===== src/rtl/alu_serial_sequencer.sv =====
// alu_serial_sequencer: runs one WIDTH-bit ALU operation on a shared 1-bit slice, LSB first.
// Optional build macro OVERFLOW_FLAG_EN adds a registered signed-overflow output ovf.
module alu_serial_sequencer #(
    parameter int WIDTH = 8
) (
    input  logic             clk,
    input  logic             rst_n,
    input  logic             start,
    input  logic [2:0]       op,
    input  logic [WIDTH-1:0] a,
    input  logic [WIDTH-1:0] b,
    output logic             busy,
    output logic             done,
    output logic [WIDTH-1:0] result,
    output logic             cout,
    output logic             zero,
`ifdef OVERFLOW_FLAG_EN
    output logic             ovf,
`endif
    output logic             slice_a,
    output logic             slice_b,
    output logic             slice_cin,
    output logic [2:0]       slice_f,
    input  logic             slice_r,
    input  logic             slice_cout
);
    localparam int CW = $clog2(WIDTH);

    typedef enum logic [1:0] {IDLE, RUN, DONE} state_t;

    state_t           state_q, state_d;
    logic [CW-1:0]    cnt_q, cnt_d;
    logic             carry_q, carry_d;
    logic [WIDTH-1:0] a_q, a_d, b_q, b_d, sr_q, sr_d, result_q, result_d;
    logic [2:0]       op_q, op_d;
    logic             cout_q, cout_d, zero_q, zero_d;
`ifdef OVERFLOW_FLAG_EN
    logic             ovf_q, ovf_d;
`endif
    logic             arith, last, run;
    logic [WIDTH-1:0] sr_next;

    // add (000) and sub (001) share the slice add path; everything else is a logic op
    assign arith   = op_q[2:1] == 2'b00;
    assign run     = state_q == RUN;
    assign last    = cnt_q == CW'(WIDTH - 1);
    assign sr_next = {slice_r, sr_q[WIDTH-1:1]};

    assign busy   = state_q != IDLE;
    assign done   = state_q == DONE;
    assign result = result_q;
    assign cout   = cout_q;
    assign zero   = zero_q;
`ifdef OVERFLOW_FLAG_EN
    assign ovf    = ovf_q;
`endif

    // Slice drive: subtract feeds ~B with carry-in 1 into the add function
    always_comb begin
        slice_a   = run & a_q[cnt_q];
        slice_b   = run & (b_q[cnt_q] ^ (op_q == 3'b001));
        slice_cin = run & carry_q;
        slice_f   = (run && !arith) ? op_q : 3'b000;
    end

    // Next-state and datapath: accept in IDLE, one bit per RUN cycle, publish on the last bit
    always_comb begin
        state_d  = state_q;
        cnt_d    = cnt_q;
        carry_d  = carry_q;
        a_d      = a_q;
        b_d      = b_q;
        op_d     = op_q;
        sr_d     = sr_q;
        result_d = result_q;
        cout_d   = cout_q;
        zero_d   = zero_q;
`ifdef OVERFLOW_FLAG_EN
        ovf_d    = ovf_q;
`endif
        case (state_q)
            IDLE: if (start) begin
                state_d = RUN;
                a_d     = a;
                b_d     = b;
                op_d    = op;
                cnt_d   = '0;
                carry_d = op == 3'b001;
            end
            RUN: begin
                sr_d    = sr_next;
                carry_d = arith & slice_cout;
                cnt_d   = last ? cnt_q : cnt_q + CW'(1);
                if (last) begin
                    state_d  = DONE;
                    result_d = sr_next;
                    cout_d   = arith & slice_cout;
                    zero_d   = sr_next == '0;
`ifdef OVERFLOW_FLAG_EN
                    ovf_d    = arith & (carry_q ^ slice_cout);
`endif
                end
            end
            DONE: state_d = IDLE;
            default: state_d = IDLE;
        endcase
    end

    // State register with asynchronous clear; an aborted operation leaves no trace
    always_ff @(posedge clk or negedge rst_n) begin
        if (!rst_n) begin
            state_q  <= IDLE;
            cnt_q    <= '0;
            carry_q  <= 1'b0;
            a_q      <= '0;
            b_q      <= '0;
            op_q     <= 3'b000;
            sr_q     <= '0;
            result_q <= '0;
            cout_q   <= 1'b0;
            zero_q   <= 1'b0;
`ifdef OVERFLOW_FLAG_EN
            ovf_q    <= 1'b0;
`endif
        end else begin
            state_q  <= state_d;
            cnt_q    <= cnt_d;
            carry_q  <= carry_d;
            a_q      <= a_d;
            b_q      <= b_d;
            op_q     <= op_d;
            sr_q     <= sr_d;
            result_q <= result_d;
            cout_q   <= cout_d;
            zero_q   <= zero_d;
`ifdef OVERFLOW_FLAG_EN
            ovf_q    <= ovf_d;
`endif
        end
    end
endmodule


===== config.mk =====
export PLATFORM = sky130hd
export DESIGN_NAME = alu_serial_sequencer
export DESIGN_NICKNAME = d
export VERILOG_FILES = /design/src/rtl/alu_serial_sequencer.sv
export SDC_FILE = /design/constraint.sdc
export NUM_CORES = 1
export LEC_CHECK = 0
export ABC_CLOCK_PERIOD_IN_PS = 2600
export CAP_MARGIN = 20
export CORE_AREA = 2 2 82 84
export CTS_BUF_LIST = sky130_fd_sc_hd__clkbuf_4 sky130_fd_sc_hd__clkbuf_8 sky130_fd_sc_hd__clkbuf_16
export DETAILED_ROUTE_END_ITERATION = 8
export DIE_AREA = 0 0 84 86
export PLACE_DENSITY = 0.5
export SLEW_MARGIN = 5
export SYNTH_ARGS = -nofsm -noshare
export SYNTH_HDL_FRONTEND = slang
export SYNTH_SLANG_ARGS = --single-unit

===== constraint.sdc =====
create_clock -name clk -period 2.6 [get_ports clk]
set_input_delay 0.78 -clock clk [delete_from_list [all_inputs] [get_ports clk]]
set_output_delay 0.78 -clock clk [all_outputs]
set_load 0.005 [all_outputs]

==> results of run 1 <==
==> stage by stage <==
stage / utilization / total power, W
6_report: 0.396 / 0.00290
5_1_grt: 0.396 / 0.00314
4_1_cts: 0.394 / 0.00294
3_5_place_dp: 0.376 / 0.00248
3_3_place_gp: 0.376 / 0.00243
2_1_floorplan: - / 0.00190
==> power by group through the flow <==
stage               Combinational, W  Clock, W  Sequential [W]
floorplan                   0.000760         0         0.00114
global placement             0.00123         0         0.00120
detailed placement           0.00126         0         0.00122
global route                 0.00141  0.000490         0.00124
CTS                          0.00129  0.000459         0.00119
finish                       0.00128  0.000437         0.00119
==> per-layer routing <==
layer	vias to the layer above	GRT usage
met4	0	0.0308
met3	6	0.0414
met5	-	0
li1	591	-
met2	36	0.185
met1	585	0.135
==> cell usage in the layout (no fill, tap or decap), drive strengths merged, types with 3 or more instances in the layout <==
master,n
and2,3
buf,13
clkbuf,7
clkdlybuf4s50,38
dfrtp,42
mux2,28
mux2i,6
mux4,3
nand2,25
nor2,4
nor3b,3
==> worst max-delay path: stages (launching register included) <==
cell and delay [ns]:
dfrtp_2 0.42, buf_6 0.14, mux2i_1 0.11, mux4_2 0.48
mux2i_1 0.17, buf_2 0.14
==> final timing paths <==
| path | from | slack [ns] | end | cells after the start |
|---|---|---|---|---|
| worst max-delay path | cnt_q[0]$_DFFE_PN0P_ | 0.08 | slice_b | 5 |
| worst min-delay path | rst_n | 0.37 | state_q[0]$_DFFE_PN0P_ | 1 |
| worst max register to register | cnt_q[0]$_DFFE_PN0P_ | 0.60 | result[7]$_DFFE_PN0P_ | 6 |
| worst min register to register | zero$_DFFE_PN0P_ | 0.48 | zero$_DFFE_PN0P_ | 2 |
| max in group asynchronous | rst_n | 1.68 | cnt_q[0]$_DFFE_PN0P_ | 2 |
| min in group clk | zero$_DFFE_PN0P_ | 0.48 | zero$_DFFE_PN0P_ | 2 |
==> what timing repair did <==
action	4_1_cts	5_1_grt
setup endpoints to repair	3	6
buffers inserted	3	0
gates cloned	0	0
resized for setup	7	7
==> registers in the layout (all words and copies together) (netlist names) <==
| name | count |
|---|---|
| cout | 1 |
| op_q | 3 |
| zero | 1 |
| result | 8 |
| state_q | 2 |
| a_q | 8 |
| carry_q | 1 |
| sr_q | 7 |
| cnt_q | 3 |
| b_q | 8 |
==> cell families after synthesis <==
kind of cell,share of synthesized area
AND/OR/NAND/NOR,0.118
flip-flops,0.574
multiplexers,0.246
buffers and inverters,0.0226
AO/OA/AOI/OAI,0.0253
adder cells (fa/ha/maj),0.0137
==> area by class of cell <==
| class | count | area [um^2] | area share |
|---|---|---|---|
| repair buffers | 52 | 487 | 0.196 |
| multi-input cells | 91 | 744 | 0.300 |
| flip-flops and latches | 42 | 1050 | 0.424 |
| well taps | 77 | 96.3 | 0.0388 |
| clock buffers | 7 | 90.1 | 0.0363 |
| inverters | 2 | 7.51 | 0.00302 |
| clock inverters | 1 | 5.00 | 0.00201 |
==> metrics, run 1 <==
Worst setup EP type=output pin; CP arrival=1.74 ns; area post-placement=2360 um^2; hpwl dp=2800 um; DP Cell Count=261; power per cell area=1170 nW/um^2; hold crit path type=in -> async; worst hold slack=0.369 ns; fin crit period=2.52 ns; total wire length=3640 um; wire length on met1=1590 um; Num CTS Buffers=5; Post-Syn Nets=167; CTS max path bufs=2; ys async rst share=1.00; # hold bufs at CTS=0; total gr overflow=0; clock share of power=0.151; vias per cell=4.48; wire length on met2=1810 um; global-route wire length before repair=6230 um; vias=1218; syn avg cell area=13.0 um^2; Port Buffers=41; post-synthesis instance total=141; Core ar.=6280 um^2; VDD IR-drop max=0.369 mV; initial core utilization=0.292; crit path launch type=flip-flop; Tcrit/Tclk final=0.970; Initial DRC Count=27; Max-Cap Viols=0; Global Route Usage Sum=0.111; post-route insts no fill=272; YS warnings=0; Die W=84 um; Ant. Diodes=0; area leader, netlist=dfrtp_1; flops & latches, synth=42; Setup TNS=0 ns; pin count of the biggest net entering global routing=23; post-route cell area=2480 um^2; endpoints failing hold=0; number of flops mapped to enable cells by yosys=0; row cnt=29; Most used DFF post-synth=dfrtp_1; worst-path fanout max=5; Power Internal=0.00201 W; io pins=42; final setup violation count=0; Logic pwr share=0.440; WS Path Type=reg -> out; clock-pin transition on the worst setup and hold timing paths=0.08 ns; FILL cells=612; Met3 Wirelength=203 um; vias in the first global route=1301; post-route ant nets=0; nets=220; # clock sinks=42; maximum clock frequency=396 MHz; leak pwr=1.11 nW; layout cells sized above 1=0.303; routability cong.=0.730; Required @ worst endpoint=1.82 ns; max-slew violations=0; Mapped Area=1830 um^2; status=finished clean; Pre-Repair DR Iteration Count=4; worst skew pair latency=0.29 ns; Post-synth top cells=dfrtp_1, mux2_2, nand2_1; post-synth top area share=0.574; Layout area overhead=35.7%; antenna violations before repair=0; worst slew pin tran=0.548 ns; worst-case clock skew=0.00529 ns; Slew headroom=0.633; H-tree levels=2; CTS tree=built; chip height=86 um; Area contributors post-synth=dfrtp_1, mux2_2, nand2_1; top routing layer in use=met4; setup slack at placement=-0.0417 ns; drc violations=0; sequential power share=0.409; Sw Pwr=0.000894 W; Unique masters post-synth=26; wire per inst=13.4 um; die area=7220 um^2; sequential share of the synthesized area=0.574; final setup margin=0.0776 ns; sw frac=0.308; top-count cell post-synth=dfrtp_1; RSZ-0062 raised after global routing=true; Root Driver=clkbuf_8
(Power assumes the default switching activity.)
==> run 2, diff against run 1 <==
PLACE_DENSITY = not set   (was 0.5)
==> run 2 against run 1 <==
  * Highest routed layer unchanged
  * First-iteration DRC count grew 48%
  * Final area shrank 0.30%
  * Clock-buffer cell count is the same
  * Cell count shrank 0.37%
==> metrics, run 2 (synthesis gave the netlist of run 1 again) <==
status=finished clean; # clock sinks=42 (unchanged); cell chain of the critical path=buf_6 > mux2i_1 > mux4_2 > mux2i_1 > buf_2; Core ar.=6280 um^2 (unchanged); vias per cell=4.54 (+1.4%); vias in the first global route=1247 (-4.2%); Logic pwr share=0.450 (+0.010); Die W=84 um (unchanged); nets=220 (unchanged); power per cell area=1150 nW/um^2 (-1.2%); worst skew pair latency=0.28 ns (about the same); Required @ worst endpoint=1.82 ns (about the same); power consumption=0.00286 W (-1.5%); final setup margin=0.0614 ns (-0.0163 ns); worst reg2reg startpoint=cnt_q[0]$_DFFE_PN0P_; Worst Min Path Start=zero$_DFFE_PN0P_; layout cells sized above 1=0.268 (-0.0345); Num CTS Buffers=5 (unchanged); VDD IR-drop max=0.430 mV (+17%); Pre-Repair DR Iteration Count=4 (unchanged); Power Internal=0.00199 W (-0.97%); hold crit path type=reg -> reg; endpoints failing hold=0 (unchanged); CTS max path bufs=2 (unchanged); Slew headroom=0.607 (-0.0261); row cnt=29 (unchanged); final setup violation count=0 (unchanged); sequential power share=0.410 (about the same); Worst path max stage delay=0.48 ns (about the same); post-route ant nets=0 (unchanged); initial core utilization=0.292 (unchanged); wire length on met2=1630 um (-9.7%); max-slew violations=0 (unchanged); drc violations=0 (unchanged); post-route insts no fill=271 (-0.37%); die area=7220 um^2 (unchanged); H-tree levels=2 (unchanged); DP Cell Count=261 (unchanged); leak pwr=1.11 nW (about the same); Global Route Usage Sum=0.106 (-0.00463); sw frac=0.304 (-0.00376); hpwl dp=2560 um (-8.7%); setup slack at placement=-0.0542 ns (-0.0125 ns); FF/Latch Area=1050 um^2 (-0.24%); CTS tree=built; wire per inst=13.2 um (-1.8%); Critical path origin=cnt_q[0]$_DFFE_PN0P_; vias=1230 (+0.99%); Tcrit/Tclk final=0.976 (+0.00626); Ant. Diodes=0 (unchanged); total wire length=3570 um (-2.1%); worst-case clock skew=0.00188 ns (-0.00341 ns); crit path launch type=flip-flop; pin count of the biggest net entering global routing=43 (+87%); clock-pin transition on the worst setup and hold timing paths=0.07 ns (about the same); Layout area overhead=35.3%; # hold bufs at CTS=0 (unchanged); maximum clock frequency=394 MHz (-0.64%); multi-input gate area in the final layout=738 um^2 (-0.84%); clock share of power=0.140 (-0.011); wire length on met1=1780 um (+12%); global-route wire length before repair=6120 um (-1.8%); FILL cells=600 (-2.0%); top routing layer in use=met4; Initial DRC Count=40 (+48%); io pins=42 (unchanged); CP arrival=1.76 ns (+0.02 ns); worst-path fanout max=4 (-1); commonest non-fill, non-tap cells in the layout=dfrtp_1, clkdlybuf4s50_1, mux2_2; routability cong.=0.685 (-6.1%); Port Buffers=41 (unchanged); Sw Pwr=0.000870 W (-2.7%); RSZ-0062 raised after global routing=true; Top cell by count, worst path=mux2i_1; total gr overflow=0 (unchanged); antenna violations before repair=0 (unchanged); Slowest-stage cell, CP=mux4_2; chip height=86 um (unchanged); Met3 Wirelength=93 um (-54%); Max-Cap Viols=0 (unchanged); worst slew pin tran=0.587 ns (+0.0391 ns); Root Driver=clkbuf_8; Worst setup EP type=output pin; fin crit period=2.54 ns (+0.0163 ns); WS Path Type=reg -> out; commonest non-fill, non-tap cell in the layout=dfrtp_1
[run 2: worst paths after layout]
check	cells past startpoint	slack, ns	to
min in group asynchronous	2	0.55	op_q[1]$_DFFE_PN0P_
worst max-delay path	5	0.06	slice_b
max in group asynchronous	2	1.64	cnt_q[0]$_DFFE_PN0P_
worst min-delay path	2	0.49	zero$_DFFE_PN0P_
worst min register to register	2	0.49	zero$_DFFE_PN0P_
worst max register to register	6	0.57	result[6]$_DFFE_PN0P_
[run 2: through the flow]
step / TNS [ns] / hold WS [ns] / utilization / cell area (um^2)
after floorplan: 0 / 0.465 / - / 1830
after global placement: 0 / 0.474 / 0.378 / 2370
after detailed placement: -0.0542 / 0.485 / 0.378 / 2370
after CTS: 0 / 0.502 / 0.394 / 2470
after global routing: -0.000791 / 0.526 / 0.395 / 2480
final: 0 / 0.488 / 0.395 / 2480
[run 2: final cells by class]
type	instances	share of cell area
clock buffers	7	0.0338
inverters	2	0.00303
multi-input cells	91	0.298
flip-flops and latches	42	0.425
well taps	77	0.0389
repair buffers	52	0.202
[run 2: timing repair]
action | CTS | global route
setup buffers | 3 | 0
setup endpoints to repair | 2 | 2
gates resized for setup | 6 | 2
[run 2: routing by layer]
layer	track usage	up-vias
met3	0.0183	4
li1	-	597
met5	0	-
met4	0.0484	0
met1	0.147	604
met2	0.163	25
[run 2: power by group through the flow]
stage,Combinational (W),Clock (W),Sequential (W)
final,0.00129,0.000401,0.00117
after global routing,0.00142,0.000447,0.00122
after CTS,0.00130,0.000424,0.00118
after detailed placement,0.00127,0,0.00120
after global placement,0.00125,0,0.00120
after floorplan,0.000760,0,0.00114
[run 2: critical path: cells and delay by family, from the launching register on]
| family | cells | cell delay [ns] |
|---|---|---|
| buffers and inverters | 2 | 0.28 |
| flip-flops | 1 | 0.43 |
| multiplexers | 3 | 0.76 |
